===== config.mk =====
export PLATFORM = sky130hd
export DESIGN_NAME = puf_response_sampler
export DESIGN_NICKNAME = d
export VERILOG_FILES = /design/src/rtl/puf_response_sampler.sv
export SDC_FILE = /design/constraint.sdc
export NUM_CORES = 1
export LEC_CHECK = 0
export BUFFER_PORTS_ARGS = -buffer_cell sky130_fd_sc_hd__buf_2
export CAP_MARGIN = 5
export CORE_ASPECT_RATIO = 1.75
export CORE_MARGIN = 3
export CORE_UTILIZATION = 45
export DETAILED_ROUTE_END_ITERATION = 16
export PLACE_DENSITY_LB_ADDON = 0.25
export SETUP_SLACK_MARGIN = 0.4
export SYNTH_ARGS = -nofsm -noshare
export SYNTH_HDL_FRONTEND = slang
export SYNTH_SLANG_ARGS = --single-unit

===== constraint.sdc =====
create_clock -name clk -period 2.15 [get_ports clk]
set_clock_uncertainty 0.1 [all_clocks]
set_input_delay 0 -clock clk [delete_from_list [all_inputs] [get_ports clk]]
set_output_delay 0 -clock clk [all_outputs]
set_load 0.005 [all_outputs]

===== src/rtl/puf_response_sampler.sv =====
// Temporal majority-vote sampler between the PUF array and the BCH stage.
// Optional PUF_STABILITY_MASK_EN adds per-bit unstable flags and their popcount.
module puf_response_sampler #(
    parameter int RESP_W = 48,
    parameter int VOTES  = 5,
    localparam int CNT_W = $clog2(VOTES + 1)
) (
    input  logic              clk,
    input  logic              rst_n,
    input  logic              start,
    output logic              puf_req,
    input  logic              puf_ack,
    input  logic [RESP_W-1:0] puf_data,
    output logic              resp_valid,
    input  logic              resp_ready,
    output logic [RESP_W-1:0] resp_data,
`ifdef PUF_STABILITY_MASK_EN
    output logic [RESP_W-1:0]           unstable_mask,
    output logic [$clog2(RESP_W+1)-1:0] unstable_cnt,
`endif
    output logic              busy
);

    if ((VOTES < 1) || ((VOTES % 2) == 0)) begin : g_bad_votes
        $error("puf_response_sampler: VOTES must be odd and >= 1");
    end

    localparam logic [2:0] S_IDLE = 3'd0;
    localparam logic [2:0] S_REQ  = 3'd1;
    localparam logic [2:0] S_GAP  = 3'd2;
    localparam logic [2:0] S_VOTE = 3'd3;
    localparam logic [2:0] S_OUT  = 3'd4;

    logic [2:0]       state;
    logic [CNT_W-1:0] scnt;
    logic [CNT_W-1:0] cnt [RESP_W];
    logic [RESP_W-1:0] vote_bits;

    function automatic logic majority(input logic [CNT_W-1:0] c);
        return c > CNT_W'(VOTES / 2);
    endfunction

    assign puf_req = (state == S_REQ);
    assign busy    = (state != S_IDLE);

    always_comb begin
        vote_bits = '0;
        for (int i = 0; i < RESP_W; i++) begin
            vote_bits[i] = majority(cnt[i]);
        end
    end

    // Sample accept / vote / handshake sequencing
    always_ff @(posedge clk or negedge rst_n) begin
        if (!rst_n) begin
            state      <= S_IDLE;
            scnt       <= '0;
            resp_valid <= 1'b0;
            resp_data  <= '0;
            for (int i = 0; i < RESP_W; i++) begin
                cnt[i] <= '0;
            end
        end else begin
            case (state)
                S_IDLE: begin
                    if (start) begin
                        state <= S_REQ;
                        scnt  <= '0;
                        for (int i = 0; i < RESP_W; i++) begin
                            cnt[i] <= '0;
                        end
                    end
                end
                S_REQ: begin
                    if (puf_ack) begin
                        for (int i = 0; i < RESP_W; i++) begin
                            cnt[i] <= cnt[i] + CNT_W'(puf_data[i]);
                        end
                        scnt  <= scnt + CNT_W'(1);
                        state <= (scnt < CNT_W'(VOTES - 1)) ? S_GAP : S_VOTE;
                    end
                end
                S_GAP: begin
                    state <= S_REQ;
                end
                S_VOTE: begin
                    resp_data <= vote_bits;
                    state     <= S_OUT;
                end
                S_OUT: begin
                    // Data settles on entry; valid follows one cycle later and holds until taken.
                    if (!resp_valid) begin
                        resp_valid <= 1'b1;
                    end else if (resp_ready) begin
                        resp_valid <= 1'b0;
                        state      <= S_IDLE;
                    end
                end
                default: begin
                    state <= S_IDLE;
                end
            endcase
        end
    end

`ifdef PUF_STABILITY_MASK_EN
    localparam int UC_W = $clog2(RESP_W + 1);

    logic [RESP_W-1:0] unstable_bits;

    function automatic logic non_unanimous(input logic [CNT_W-1:0] c);
        return (c != '0) && (c != CNT_W'(VOTES));
    endfunction

    function automatic logic [UC_W-1:0] popcount(input logic [RESP_W-1:0] v);
        logic [UC_W-1:0] n;
        n = '0;
        for (int i = 0; i < RESP_W; i++) begin
            n = n + UC_W'(v[i]);
        end
        return n;
    endfunction

    always_comb begin
        unstable_bits = '0;
        for (int i = 0; i < RESP_W; i++) begin
            unstable_bits[i] = non_unanimous(cnt[i]);
        end
    end

    always_ff @(posedge clk or negedge rst_n) begin
        if (!rst_n) begin
            unstable_mask <= '0;
            unstable_cnt  <= '0;
        end else if (state == S_VOTE) begin
            unstable_mask <= unstable_bits;
            unstable_cnt  <= popcount(unstable_bits);
        end
    end
`endif

endmodule


# Yosys cells after proc, flatten, opt, wreduce, memory -nomap -nowiden
# Index checks and enable logic that the tools add are counted.
[op_classes]
addsub = 49
order_cmp = 49
eq_ne = 8
mux = 14
n_reduce_logical = 5
[op_table]
columns = ["op", "n"]
rows = [
  ["144-bit two-way mux", 2],
  ["144-bit case mux with 2 select lines", 1],
  ["3-bit by 1-bit adder with 3-bit output", 48],
  ["3-bit by 2-bit greater-than comparator with 1-bit output (second input constant)", 48],
  ["3-bit two-way mux", 6],
  ["3-bit case mux with 5 select lines", 1],
  ["3-bit by 2-bit equality test with 1-bit output (second input constant)", 2],
  ["2-bit inequality test (second input constant)", 3],
  ["3-bit case mux with 2 select lines", 1],
  ["4-bit AND reduction", 1],
  ["3-bit by 1-bit adder with 3-bit output (second input constant)", 1],
  ["3-bit by 1-bit equality test with 1-bit output (second input constant)", 1],
  ["3-bit equality test (second input constant)", 1],
  ["3-bit logical NOT", 1],
  ["3-bit less-than comparator (second input constant)", 1],
  ["1-bit two-way mux", 3],
  ["3-bit AND reduction", 1],
  ["3-bit nonzero test", 1],
  ["2-bit by 1-bit inequality test with 1-bit output (second input constant)", 1],
  ["2-bit nonzero test", 1],
]
[word_totals]
regBits = 199
in_bits = 53
out_inout_bits = 51
wordCells = 177

# Logic depth before layout (Yosys ltp)
[depth]
ltp_word = 4
ltp_mapped = 7
ltp_nobuf = 4

# Worst setup path before layout
# Ideal clock, no wire load.
[synth_path]
path_kind = "register to register"
startpoint = "reg state[0]"
endpoint = "reg cnt[104] (netlist name)"
setup_ns = 0.126
t_arrival_ns = 1.522
required_time_ns = 1.924
setup_slack_ns = 0.402
stages_incl_launch_ff = 7
path_buffers = 3
period_less_slack_ns = 1.748
path_cell_list = "dfrtp_1 buf_4 mux2i_1 or3_1 buf_6 buf_6 a221o_1"
[synth_between]
elab_chain_cells = 3
elab_cells_between_ends = 7
classes_between = "eq/ne (3); mux (1); reduce/logical (3)"
[synth_lines]
columns = ["item", "line", "text"]
rows = [
  ["start: declaration", "34", "logic [2:0] state;"],
  ["start signal: assignment", "80", "state <= (scnt < CNT_W'(VOTES - 1)) ? S_GAP : S_VOTE;"],
  ["3-bit by 1-bit equality test with 1-bit output / 3-bit logical NOT (equally long branches)", "64", "case (state)"],
  ["2-bit by 1-bit inequality test with 1-bit output (no source line), or another cell as far along", "n/a", ""],
  ["3-bit AND reduction (no source line)", "n/a", ""],
  ["end signal: indexed assignment", "77", "cnt[i] <= cnt[i] + CNT_W'(puf_data[i]);"],
  ["end: declaration", "36", "logic [CNT_W-1:0] cnt [RESP_W];"],
]
# Parallel ways exist; a longest one is shown, timed or not.
# A chain may end at the register's enable or synchronous reset.

# Final worst setup path
[layout_path]
startpoint = "reg state[1]"
endpoint = "reg cnt[140] (netlist name)"
# Same word-level chain as after synthesis.

==> results.yml <==
status:
  status: "completed"
routing:
  vias: 6527
  wl_um: 19070
  vias_per_cell: 5.671
  drt_first_pass_iters: 4
  initialDrtViolationCount: 291
  drt-wirelength-per-cell_um: 16.56
  wl_met2_um: 9709
  dr_wl_met3_um: 504
  drt-met1-wl_um: 8501
  antenna_left: 0
  drc_errors: 0
  topRoutingLayerUsed: "met4"
timing:
  setup_viol: 0
  max-slew-margin-rel_pct: 59.80
  worst_slew_pin_slew_ns: 0.6030
  timing_hold_violations_final: 0
  min_period_ns: 1.762
  tns_ns: 0
  max_clock_freq_ghz: 0.5675
  timing.hold.ws_ns: 0.01908
  post-route-period-util_pct: 81.96
  rsz0062_at_grt: "true"
  maxSlewViolCount: 0
yosys:
  synth.top_cell.area_share_pct: 53.97
  synth.area.top_cells: "dfrtp_1, ha_1, a22o_1, nor3b_1, a221o_1"
  synthArstFlopShare_pct: 100.0
  syn_nets: 902
  ys_types: 25
  synth_most_common_cell: "dfrtp_1"
  avgSynthCellArea_um2: 12.27
  synth_area_mm2: 0.009226
  synth_cells: 752
  synthTopCellsByCount: "dfrtp_1, a22o_1, ha_1"
  synth_seq_area_share_pct: 53.97
  ys_seq_elements: 199
  synth.largest_area_cell: "dfrtp_1"
  synth_edf_count: 0
  synth_ff_type: "dfrtp_1"
  ys_warn_count: 0
final_layout:
  seqCellArea_mm2: 0.004982
  fin_nets: 1045
  layout-drive-gt1-share_pct: 17.55
  multi_input_area_mm2: 0.004040
  antenna_cells: 0
  final_cells: 1151
  utilization_pct: 56.52
  area_growth_pct: 21.96
  nFillCells: 1742
global_routing:
  grt_max_degree: 70
  antenna_found_initial: 0
  grt.total_usage_pct: 17.66
  grt_pass1_vias: 6600
  grt_pass1_wl_um: 31780
  grt-ovfl-total: 0
worst_setup_path:
  worstRegToRegCells: 3
  cp_num_buf_inv: 1
  critical_path.cell_chain: "or3_4 -> buf_12 -> a221o_1"
  start_kind: "flip-flop"
  worstPathArrival_ns: 1.98
  r2r_slack_ns: 0.39
  crit-reg2reg-launch: "state[1]$_DFFE_PN0P_"
  required_ns: 2.37
  cp_slowest_cell: "dfrtp_2"
  crit_path_end_kind: "flip-flop"
  cp_top_family: "flip-flops"
  crit-reg2reg-capture: "cnt[140]$_DFFE_PN0P_"
  critical-path-max-stage-delay_ns: 0.47
  crit_type: "flip-flop to flip-flop"
  critPathMaxFanout: 63
placement:
  port_buffers: 103
  hpwl_um: 11930
  gp_congestion: 0.7082
  place_inst: 1067
power_and_ir_drop:
  vdd_drop_max_mv: 0.8060
  leakage_nw: 5.802
  powerDensity_mw_per_mm2: 1252
cts:
  clkLatencyLatePin_ns: 0.44
  h-tree-depth: 4
  cts_max_path_buffers: 2
  cts_made_buffers: 17
  cts_tree: "built"
  clkTransAtPathRegs_ns: 0.07
  cts_root_buffer: "clkbuf_16"
  cts_num_sinks: 199
hold_path:
  hold_path_class: "input port to asynchronous set/reset pin"
job:
  cap_violations: 0
floorplan:
  rows: 68
  die_area_mm2: 0.02232
  die_w_um: 114.2
  start_util_pct: 46.34
  core-area_mm2: 0.01991
  die_h_um: 195.4
  io_pins: 104
## cell type report
class / instances / area share [%]
clock buffer: 19 / 4.025
clock inverter: 11 / 1.557
inverter: 1 / 0.05560
multi-input combinational: 503 / 35.91
sequential: 199 / 44.28
tap: 245 / 2.724
timing repair buffer: 173 / 11.45
## sequential cells by signal (all words and copies together) (netlist names)
signal	flops
resp_valid	1
cnt	144
scnt	3
state	3
resp_data	48
## cells by family after synthesis
family	synth area share [%]
AO/OA/AOI/OAI	19.68
flip-flops	53.97
AND/OR/NAND/NOR	10.37
adder cells (fa/ha/maj)	13.15
buffers and inverters	2.590
multiplexers	0.2305
## layer usage
layer | vias up | GRT usage [%]
li1 | 3114 | -
met1 | 3311 | 22.59
met2 | 81 | 29.83
met3 | 21 | 3.163
met4 | 0 | 6.253
met5 | - | 0
## worst max-delay path by stage
| stage | startpoint | end | slack [ns] | depth (start not counted) |
|---|---|---|---|---|
| after global placement | state[1]$_DFFE_PN0P_ | cnt[104]$_DFFE_PN0P_ | 0.42 | 3 |
| after CTS | state[1]$_DFFE_PN0P_ | cnt[35]$_DFFE_PN0P_ | 0.40 | 3 |
| after detailed placement | state[1]$_DFFE_PN0P_ | cnt[56]$_DFFE_PN0P_ | 0.40 | 3 |
| after floorplan | state[0]$_DFFE_PN0P_ | cnt[104]$_DFFE_PN0P_ | 0.40 | 6 |
| after global routing | state[1]$_DFFE_PN0P_ | cnt[140]$_DFFE_PN0P_ | 0.34 | 3 |
| final | state[1]$_DFFE_PN0P_ | cnt[140]$_DFFE_PN0P_ | 0.39 | 3 |
## cell usage in the layout, fill, tap and decap left out, types with 2 or more instances in the layout
cell type / n
a211o_1: 19
a21oi_1: 48
a221o_1: 30
a22o_1: 97
buf_12: 7
buf_2: 102
buf_4: 9
bufinv_16: 4
clkbuf_16: 18
clkbuf_8: 3
clkinv_4: 4
clkinvlp_4: 2
dfrtp_1: 197
dfrtp_2: 2
dlygate4sd3_1: 52
ha_1: 97
nand2_1: 51
nor2_1: 3
nor2b_1: 31
nor3b_1: 68
o21ai_0: 48
## repair_timing
action / in CTS / in global routing
cloned: 0 / 1
gates resized for setup: 4 / 4
hold buffers: 52 / 0
setup endpoints to repair: 20 / 114
setup buffers: 0 / 1
hold endpoints to repair: 262 / 0
## power by group
part | total [W] | leakage (nW) | internal [W] | switching (W)
clock | 0.00341 | 0.301 | 0.00200 | 0.00141
sequential | 0.00615 | 2.72 | 0.00508 | 0.00107
combinational | 0.00453 | 2.78 | 0.00218 | 0.00235
## through the flow
step                power (W)  setup slack (ns)  cell area (um2)
finish                0.01409            0.3878            11250
detailed placement    0.01062            0.3951            10060
global route          0.01520            0.3379            11250
global placement      0.01041            0.4248            10060
floorplan            0.009035            0.4016             9226
CTS                   0.01421            0.4027            11220
No activity file was read; power rests on OpenSTA's default activity.
